File: config.mk
export PLATFORM = sky130hd
export DESIGN_NAME = mac_vec_sat
export DESIGN_NICKNAME = d
export VERILOG_FILES = /design/src/rtl/mac_pkg.sv /design/src/rtl/smul_w.sv /design/src/rtl/mac_vec_sat.sv
export SDC_FILE = /design/constraint.sdc
export NUM_CORES = 1
export LEC_CHECK = 0
export BUFFER_PORTS_ARGS = -buffer_cell sky130_fd_sc_hd__buf_2
export CORE_AREA = 2 2 149 151
export CTS_CLUSTER_SIZE = 24
export DETAILED_ROUTE_END_ITERATION = 6
export DIE_AREA = 0 0 151 153
export PLACE_DENSITY = 0.62
export SLEW_MARGIN = 40
export SYNTH_ARGS = -nofsm -noshare
export SYNTH_HDL_FRONTEND = slang
export SYNTH_HIERARCHICAL = 1
export SYNTH_SLANG_ARGS = --single-unit
export TNS_END_PERCENT = 20
File: constraint.sdc
create_clock -name clk -period 17.8 [get_ports clk]
set_input_delay 1.78 -clock clk [delete_from_list [all_inputs] [get_ports clk]]
set_output_delay 1.78 -clock clk [all_outputs]
set_load 0.005 [all_outputs]
File: src/rtl/mac_pkg.sv
// rtl/mac_pkg.sv - shared state encodings and width helper for the vector MAC
package mac_pkg;

    typedef enum logic [1:0] {
        ST_IDLE = 2'd0,
        ST_RUN  = 2'd1,
        ST_DONE = 2'd2
    } state_t;

    function automatic int clog2(input int v);
        int r;
        r = 0;
        while ((1 << r) < v) r = r + 1;
        return r;
    endfunction

endpackage

File: src/rtl/smul_w.sv
// rtl/smul_w.sv - combinational W x W signed multiplier with full 2W-bit product
module smul_w #(
    parameter int W = 8
) (
    input  logic signed [W-1:0]   a,
    input  logic signed [W-1:0]   b,
    output logic signed [2*W-1:0] p
);

    assign p = a * b;

endmodule

File: src/rtl/mac_vec_sat.sv
// rtl/mac_vec_sat.sv - sequential signed dot-product engine with saturate/wrap result stage
module mac_vec_sat
    import mac_pkg::*;
#(
    parameter int W = 8,
    parameter int N = 5
) (
    input  logic           clk,
    input  logic           rst_n,
    input  logic           start,
    input  logic           sat_mode,
    input  logic [N*W-1:0] in_a,
    input  logic [N*W-1:0] in_b,
    output logic           busy,
    output logic           done,
    output logic [W-1:0]   result,
    output logic           overflow
);

    localparam int ACC_W = 2*W + clog2(N);
    localparam int IW    = (N > 1) ? clog2(N) : 1;

    state_t                  state;
    state_t                  state_next;
    logic signed [W-1:0]     a_q [N];
    logic signed [W-1:0]     b_q [N];
    logic                    sat_q;
    logic [IW-1:0]           idx;
    logic signed [ACC_W-1:0] acc;
    logic signed [ACC_W-1:0] acc_next;
    logic signed [2*W-1:0]   prod;
    logic                    accept;
    logic                    last;
    logic                    fin_ovf;
    logic [W-1:0]            fin_res;

    assign accept = start && (state != ST_RUN);
    assign last   = (idx == IW'(N-1));

    smul_w #(.W(W)) u_mul (
        .a (a_q[idx]),
        .b (b_q[idx]),
        .p (prod)
    );

    // The result stage looks at the sum including the final product so that
    // result/overflow land on the same edge that enters DONE.
    assign acc_next = acc + ACC_W'(prod);
    assign fin_ovf  = !((&acc_next[ACC_W-1:W-1]) || !(|acc_next[ACC_W-1:W-1]));

    always_comb begin
        fin_res = acc_next[W-1:0];
        if (sat_q && fin_ovf)
            fin_res = acc_next[ACC_W-1] ? {1'b1, {(W-1){1'b0}}} : {1'b0, {(W-1){1'b1}}};
    end

    always_ff @(posedge clk or negedge rst_n) begin
        if (!rst_n) state <= ST_IDLE;
        else        state <= state_next;
    end

    always_comb begin
        state_next = state;
        case (state)
            ST_IDLE: if (start) state_next = ST_RUN;
            ST_RUN:  if (last)  state_next = ST_DONE;
            ST_DONE: state_next = start ? ST_RUN : ST_IDLE;
            default: state_next = ST_IDLE;
        endcase
    end

    always_comb begin
        busy = (state == ST_RUN);
        done = (state == ST_DONE);
    end

    always_ff @(posedge clk or negedge rst_n) begin
        if (!rst_n) begin
            for (int i = 0; i < N; i++) begin
                a_q[i] <= '0;
                b_q[i] <= '0;
            end
            sat_q    <= 1'b0;
            idx      <= '0;
            acc      <= '0;
            result   <= '0;
            overflow <= 1'b0;
        end else if (accept) begin
            for (int i = 0; i < N; i++) begin
                a_q[i] <= in_a[W*i +: W];
                b_q[i] <= in_b[W*i +: W];
            end
            sat_q <= sat_mode;
            idx   <= '0;
            acc   <= '0;
        end else if (state == ST_RUN) begin
            acc <= acc_next;
            idx <= last ? '0 : idx + IW'(1);
            if (last) begin
                result   <= fin_res;
                overflow <= fin_ovf;
            end
        end
    end

endmodule

### Word level (Yosys, flattened, before mapping)

Index checks and enable logic that the tools add are counted.

| word-level totals | value |
|---|---|
| flip-flop bits (word level) | 114 |
| logic and storage cells | 56 |

| operators by class | value |
|---|---|
| $add $sub $neg | 2 |
| multiply operators | 1 |
| order comparisons | 1 |
| equal/unequal tests | 6 |
| multiplexer cells | 17 |
| bitwise gates (word level) | 2 |
| reduce and logical (&&, ||, !) cells | 11 |

Operator list:

| kind | count |
|---|---|
| binary-select mux 8 bit (select 3 bit) | 2 |
| two-way mux 8 bit | 6 |
| two-way mux 19 bit | 2 |
| adder 19 x 16 -> 19 bit | 1 |
| multiplier 8 x 8 -> 16 bit | 1 |
| AND reduction 12 bit | 1 |
| OR reduction 12 bit | 1 |
| two-way mux 3 bit | 3 |
| one-hot mux 2 bit (3 select lines) | 1 |
| greater-or-equal comparator 4 bit, second input constant | 1 |
| two-way mux 2 bit | 2 |
| != test 2 x 1 -> 1 bit, second input constant | 2 |
| NOT 3 -> 4 bit | 1 |
| adder 3 x 1 -> 3 bit, second input constant | 1 |
| equality test 3 bit, second input constant | 1 |
| AND reduction 3 bit | 1 |
| equality test 2 x 1 -> 1 bit, second input constant | 1 |
| equality test 2 bit, second input constant | 1 |
| logical AND 1 bit | 2 |
| logical NOT 1 bit | 2 |
| logical NOT 2 bit | 1 |
| != test 2 bit, second input constant | 1 |
| AND reduction 2 bit | 1 |
| nonzero test 2 bit | 1 |
| other kinds (3) | 3 |

### Longest topological paths before layout

Gate-level depths: netlist of run 1.

| logic depth | value |
|---|---|
| depth after elaboration | 12 |
| mapped depth | 34 |
| gate-level depth less buffers | 30 |

### Hierarchy

Netlist of run 1, hierarchy kept.

Modules (own cells, without submodules):

| module | times used | cells each | area an instance (um^2) |
|---|---|---|---|
| mac_vec_sat | 1 | 573 | 6187.2 |
| smul_w | 1 | 284 | 2512.4 |

### Least setup slack after synthesis of run 1

OpenSTA, ideal clock, no wires.

| timing path | value |
|---|---|
| path type | register to register |
| start | reg idx[2] |
| end | reg result[7] |
| setup time | 0.126 ns |
| arrival time | 7.636 ns |
| required time | 17.674 ns |
| setup slack | 10.039 ns |
| stages on the path, launching flop included | 33 |
| buffers on the path | 4 |
| path through | dfrtp_1 > clkdlybuf4s50_2 > clkbuf_1 > mux2i_1 > nor2_1 > a21oi_1 > o22ai_1 > and2_1 > fa_1 > inv_1 > fa_1 > inv_1 > fa_1 > inv_1 > fa_1 > inv_1 > ha_1 > a21o_1 > a21oi_2 > a21boi_1 > or4_1 > nand3_1 > ha_1 > buf_4 > a21oi_1 > o21ai_0 > a32o_1 > or4_1 > nor4_1 > and4_1 > buf_4 > nor2_2 > a221o_1 |

| on the way | value |
|---|---|
| longest elaborated chain between the ends | 12 |

Ends and longest elaborated chain:

| item | RTL line | text |
|---|---|---|
| from (decl) | mac_vec_sat.sv:28 | `logic [IW-1:0] idx;` |
| from (signal assigned) | mac_vec_sat.sv:98 | `idx <= last ? '0 : idx + IW'(1);` |
| NOT 3 -> 4 bit (not written as such) * | mac_vec_sat.sv:41, mac_vec_sat.sv:42 |  |
| binary-select mux 8 bit (select 3 bit), on equally long branches | mac_vec_sat.sv:41, mac_vec_sat.sv:42 |  |
| two-way mux 8 bit, on equally long branches (2 in series) | mac_vec_sat.sv:41, mac_vec_sat.sv:42 |  |
| multiplier 8 x 8 -> 16 bit * | smul_w.sv:10 | `assign p = a * b;` |
| net prod[11] | mac_vec_sat.sv:31 | `logic signed [2*W-1:0] prod;` |
| adder 19 x 16 -> 19 bit * | mac_vec_sat.sv:48 | `assign acc_next = acc + ACC_W'(prod);` |
| OR reduction 12 bit | mac_vec_sat.sv:49 | `assign fin_ovf = !((&acc_next[ACC_W-1:W-1]) \|\| !(\|acc_next[ACC_W-1:W-1]));` |
| logical NOT 1 bit | mac_vec_sat.sv:49 |  |
| logical OR 1 bit | mac_vec_sat.sv:49 |  |
| logical NOT 1 bit | mac_vec_sat.sv:49 |  |
| logical AND 1 bit | mac_vec_sat.sv:53 | `if (sat_q && fin_ovf)` |
| two-way mux 8 bit * | mac_vec_sat.sv:53 |  |
| to (signal assigned) | mac_vec_sat.sv:100 | `result <= fin_res;` |
| to (decl) | mac_vec_sat.sv:16 | `output logic [W-1:0] result,` |

The timed path passes the listed nets; every way through them passes the cells marked *. The select of a mux whose other input is x is not followed.
A chain may end at the register's enable or synchronous reset.

### Final worst setup path of run 1

| timing path | value |
|---|---|
| start | reg idx[0] |
| end | reg result[7] |

Same word-level chain as after synthesis.

==> results of run 1 <==
## layer usage
metal | GRT usage [%] | part of all wire, % | routed length [µm]
met3 | 3.552 | 4.6 | 895
met2 | 27.62 | 47 | 9214
met5 | 0 | 0 | 0
met4 | 5.207 | 1.4 | 268
met1 | 25.52 | 47 | 9243
## final cells by class
class | instances | area (µm²)
fillers | 2053 | 11470
multi-input cells | 611 | 5325
flip-flops and latches | 114 | 2853
repair buffers | 100 | 521.8
clock buffers | 17 | 425.4
inverters | 95 | 356.6
well taps | 280 | 350.3
clock inverters | 14 | 182.7
## kinds of logic after synthesis
logic type,count (synthesis),synth area share (%)
mux,114,14.44
compound gates,161,12.01
buf+inv,132,6.213
flops,114,32.79
simple gates,207,12.20
xor+xnor,24,2.416
fa+ha+maj,105,19.93
## metrics by stage
step	utilization, %	area (µm²)	hold slack, ns
finish	46.61	10010	0.4773
global route	46.61	10010	0.5166
floorplan	-	8700	0.4480
CTS	46.59	10010	0.4836
detailed placement	43.76	9403	0.4739
global placement	43.71	9392	0.4807
## worst max-delay path, delay by kind of cell (launching register included)
kind,cells,cell delay (ns)
fa+ha+maj,6,2.62
simple gates,8,2.49
compound gates,9,2.24
buf+inv,5,0.67
flops,1,0.33
## final timing paths
kind,endpoint,slack (ns),from
min in group asynchronous,a_q[36]$_DFFE_PN0P_,1.41,rst_n
hold reg to reg,state[0]$_DFFE_PN0P_,0.48,state[0]$_DFFE_PN0P_
setup / recovery,result[7]$_DFFE_PN0P_,9.30,idx[0]$_DFFE_PN0P_
setup reg to reg,result[7]$_DFFE_PN0P_,9.30,idx[0]$_DFFE_PN0P_
hold / removal,state[0]$_DFFE_PN0P_,0.48,state[0]$_DFFE_PN0P_
max in group asynchronous,result[7]$_DFFE_PN0P_,15.38,rst_n
## flip-flops by register name, summed over array words and instances (netlist names)
name      count
sat_q         1
b_q          40
result        8
a_q          40
idx           3
overflow      1
acc          19
state         2
## placed cells by master, fill, tap and decap left out, types with 5 or more instances in the layout
| cell type | n |
|---|---|
| clkinv_4 | 6 |
| buf_4 | 6 |
| nand4_1 | 7 |
| and2_1 | 43 |
| o22ai_1 | 17 |
| nand3_1 | 25 |
| nor3_1 | 6 |
| a21o_1 | 6 |
| xor2_1 | 8 |
| nor2_1 | 46 |
| ha_1 | 49 |
| a21oi_1 | 39 |
| fa_1 | 56 |
| o211ai_1 | 9 |
| mux2_2 | 82 |
| inv_1 | 95 |
| xnor2_1 | 16 |
| nor2b_1 | 10 |
| clkbuf_16 | 17 |
| dfrtp_1 | 114 |
| mux2i_1 | 31 |
| a211oi_1 | 5 |
| nand2_1 | 43 |
| o21ai_0 | 42 |
| buf_2 | 93 |
==> results.sh, run 1 <==
export IMPL_pre_cts_ws_ns=9.361
export IMPL_worst_slack_ns=9.300
export IMPL_clk_latency_ns=0.42
export IMPL_dp_cells=1200
export IMPL_yosys_area_top_type="dfrtp_1"
export IMPL_area_growth_pct=15.12
export IMPL_synth_area_top_cells="dfrtp_1 (33%), fa_1 (13%), mux2_2 (11%)"
export IMPL_grt_pass1_vias=6500
export IMPL_ys_ff_latch=114
export IMPL_grt_usage_pct=17.88
export IMPL_synth_cell_types=72
export IMPL_vias_per_cell=5.183
export IMPL_finalHoldViolations=0
export IMPL_grt_pass1_wl_um=33050
export IMPL_yosysMostFrequentCell="dfrtp_1"
export IMPL_rsz0062_at_grt="no"
export IMPL_slew_headroom_pct=49.02
export IMPL_synth_warning_count=6
export IMPL_crit_path_start_kind="flop"
export IMPL_instances_no_fill=1231
export IMPL_cts_tree="yes"
export IMPL_synth_async_sr_flop_share_pct=100.0
export IMPL_vias=6380
export IMPL_fin_setup_tns_ns=0
export IMPL_cap_viol_max_count=0
export IMPL_drtIter0Drc=243
export IMPL_clk_pin_slew_ns=0.06
export IMPL_synth_common_cells="dfrtp_1 (114), inv_1 (95), mux2_2 (82), fa_1 (56), ha_1 (49)"
export IMPL_path_max_fanout=36
export IMPL_critPathSlowestCell="nor2_2"
export IMPL_period_minus_slack_ns=8.500
export IMPL_drtAntennaViolNets=0
export IMPL_dieArea_um2=23100
export IMPL_remaining_drc_errors=0
export IMPL_hold_path_class="flop to flop"
export IMPL_synthFlopType="dfrtp_1"
export IMPL_wl_per_cell_um=15.94
export IMPL_cts_sinks=114
export IMPL_root_buffer="clkbuf_16"
export IMPL_setup_viol=0
export IMPL_synth_top_area_share_pct=32.79
export IMPL_synth_seq_area_share_pct=32.79
export IMPL_cts_buffer_depth=2
export IMPL_cts_resized=0
export IMPL_drive_above_1_share_pct=25.13
export IMPL_drv_slew=0
export IMPL_end_kind="flop"
export IMPL_rows=54
export IMPL_syn_area_per_cell_um2=10.15
export IMPL_grt_max_degree=82
export IMPL_worst_pin_slew_ns=0.7639
export IMPL_mappedNetlistArea_um2=8700
export IMPL_cts_setup_buffers=0
export IMPL_dp_hpwl_um=14990
export IMPL_r2r_cells=28
export IMPL_start_util_pct=40.49
export IMPL_coreArea_um2=21490
export IMPL_die_x_um=151
export IMPL_period_share_pct=47.75
export IMPL_nets=1128
export IMPL_synth_edf_count=0
export IMPL_synthCells=857
export IMPL_grt_overflow_total=0
export IMPL_finClkSkew_ns=0.01407
export IMPL_status="complete, no violations"
export IMPL_cts_max_level=4
export IMPL_diodes=0
export IMPL_worst_path_largest_cell_delay_ns=0.55
export IMPL_portBuffers=94
export IMPL_antenna_found_initial=1
export IMPL_hold_buffers=0
export IMPL_drt_pass1_iterations=5
export IMPL_fp_dieH_um=153
export IMPL_gp_congestion=0.8514
export IMPL_io_pins=95
export IMPL_cts_inserted_buffers=17
export IMPL_wirelength_um=19620
export IMPL_critPathKind="flop to flop"
export IMPL_synth_fp_nets=1046
export IMPL_whs_path_depth=1
export IMPL_worst_ep_arrival_time_ns=8.79
export IMPL_worstPathRequired_ns=18.09
export IMPL_fmax_ghz=0.1176
Power of run 1 is left out: the tool's default activity adds up to more than one toggle a clock period on the data nets, which glitch-free logic cannot reach.
==> run 2: changes to the inputs <==
clock period = 8.8 ns   (was 17.8 ns; I/O delays follow)
==> results.sh, run 2 (synthesized netlist as in run 1, its figures left out) <==
export IMPL_status="complete, no violations"
export IMPL_root_buffer="clkbuf_16"
export IMPL_cts_setup_buffers=0
export IMPL_rsz0062_at_grt="no"
export IMPL_dp_hpwl_um=14940
export IMPL_rows=54
export IMPL_setup_viol=0
export IMPL_worst_path_largest_cell_delay_ns=0.79
export IMPL_ff2ff_setup_slack_ns=0.76
export IMPL_drt_pass1_iterations=7
export IMPL_final_common_cell="dfrtp_1"
export IMPL_gp_congestion=0.9588
export IMPL_cts_tree="yes"
export IMPL_hold_path_class="primary input to asynchronous set/reset pin"
export IMPL_drive_above_1_share_pct=25.42
export IMPL_path_delay_family="adder cells"
export IMPL_fin_setup_tns_ns=0
export IMPL_nets=1132
export IMPL_period_minus_slack_ns=8.039
export IMPL_drv_slew=0
export IMPL_cts_sinks=114
export IMPL_fp_dieH_um=153
export IMPL_finalHoldViolations=0
export IMPL_grt_pass1_wl_um=32840
export IMPL_top_regs="a_q: 40 flops, b_q: 40 flops, acc: 19 flops"
export IMPL_cap_viol_max_count=0
export IMPL_slew_headroom_pct=50.81
export IMPL_worst_ep_arrival_time_ns=8.34
export IMPL_hold_buffers=0
export IMPL_io_pins=95
export IMPL_clk_pin_slew_ns=0.06
export IMPL_cts_buffer_depth=2
export IMPL_critPathKind="flop to flop"
export IMPL_remaining_drc_errors=0
export IMPL_crit_path_start_kind="flop"
export IMPL_wirelength_um=19600
export IMPL_path_max_fanout=16
export IMPL_clk_latency_ns=0.42
export IMPL_coreArea_um2=21490
export IMPL_die_x_um=151
export IMPL_portBuffers=94
export IMPL_cts_inserted_buffers=17
export IMPL_vias=6437
export IMPL_vias_per_cell=5.204
export IMPL_r2r_end="result[7]$_DFFE_PN0P_"
export IMPL_final_cell_mix="dfrtp_1 (114), inv_1 (95), buf_2 (93)"
export IMPL_cts_max_level=4
export IMPL_area_growth_pct=15.26
export IMPL_r2r_cells=23
export IMPL_worstPathRequired_ns=9.10
export IMPL_start_util_pct=40.49
export IMPL_grt_pass1_vias=6574
export IMPL_fill_cells=2079
export IMPL_antenna_found_initial=1
export IMPL_cp_num_buf_inv=2
export IMPL_crit_top_cell="fa_1"
export IMPL_critPathSlowestCell="fa_1"
export IMPL_fmax_ghz=0.1244
export IMPL_dieArea_um2=23100
export IMPL_grt_max_degree=82
export IMPL_grt_usage_pct=17.77
export IMPL_regToRegStartpoint="idx[1]$_DFFE_PN0P_"
export IMPL_worst_pin_slew_ns=0.7379
export IMPL_end_kind="flop"
export IMPL_drtIter0Drc=347
export IMPL_period_share_pct=91.35
export IMPL_grt_overflow_total=0
export IMPL_drtAntennaViolNets=0
export IMPL_cts_resized=0
export IMPL_crit_chain="buf_4, nand2b_1, o22ai_1, nand2_1, fa_1, fa_1, fa_1, inv_1, fa_1, ha_1, a21oi_1, o21ai_0, o41ai_2, xnor2_1, ha_1, nand2_1, o21ai_0, nor3_1, a21o_2, a311oi_1, and4_1, nor2_2, a221o_1"
export IMPL_finClkSkew_ns=0.01451
export IMPL_wl_per_cell_um=15.85
run 2: worst max path at each step:
stage / slack, ns / cells after the start / end / startpoint
3_3_place_gp: 0.94 / 23 / result[7]$_DFFE_PN0P_ / idx[1]$_DFFE_PN0P_
4_1_cts: 0.76 / 23 / result[7]$_DFFE_PN0P_ / idx[1]$_DFFE_PN0P_
6_report: 0.76 / 23 / result[7]$_DFFE_PN0P_ / idx[1]$_DFFE_PN0P_
5_1_grt: 0.21 / 23 / result[5]$_DFFE_PN0P_ / idx[1]$_DFFE_PN0P_
3_5_place_dp: 0.76 / 23 / result[7]$_DFFE_PN0P_ / idx[1]$_DFFE_PN0P_
2_1_floorplan: 1.04 / 32 / result[7]$_DFFE_PN0P_ / idx[2]$_DFFE_PN0P_
run 2: worst register-to-register path, stage by stage (launching register included):
cell and delay (ns):
dfrtp_1 0.45, buf_4 0.26, nand2b_1 0.37, o22ai_1 0.67, nand2_1 0.28, fa_1 0.79, fa_1 0.49, fa_1 0.51
inv_1 0.05, fa_1 0.43, ha_1 0.36, a21oi_1 0.19, o21ai_0 0.14, o41ai_2 0.26, xnor2_1 0.24, ha_1 0.49
nand2_1 0.08, o21ai_0 0.34, nor3_1 0.09, a21o_2 0.19, a311oi_1 0.45, and4_1 0.42, nor2_2 0.10, a221o_1 0.26
run 2: metrics by stage:
step	worst slack (ns)	hold slack, ns	cells	area [µm²]	util, %
after global routing	0.2136	0.5157	1236	10020	46.66
after floorplan	1.039	0.4480	857	8700	-
after global placement	0.9422	0.4757	1204	9422	43.85
after detailed placement	0.7634	0.4814	1204	9442	43.94
after CTS	0.7609	0.4889	1236	10020	46.66
final	0.7612	0.4825	1237	10030	46.67
run 2: metal layers:
metal,wire length [µm],global-route usage [%],vias to the layer above
met5,0,0,-
met4,197,4.673,0
met3,857,4.060,16
met2,9275,28.05,128
met1,9270,24.69,3158
li1,-,-,3135
run 2: layout make-up:
| cell class | count | area [µm²] | share of cell area, % |
|---|---|---|---|
| multi-input cells | 611 | 5330 | 53.16 |
| flip-flops and latches | 114 | 2853 | 28.45 |
| repair buffers | 104 | 551.8 | 5.503 |
| clock buffers | 18 | 429.2 | 4.280 |
| inverters | 95 | 356.6 | 3.556 |
| well taps | 280 | 350.3 | 3.494 |
| clock inverters | 14 | 153.9 | 1.535 |
| diodes | 1 | 2.502 | 0.02496 |
Power of run 2 is left out for the same reason.
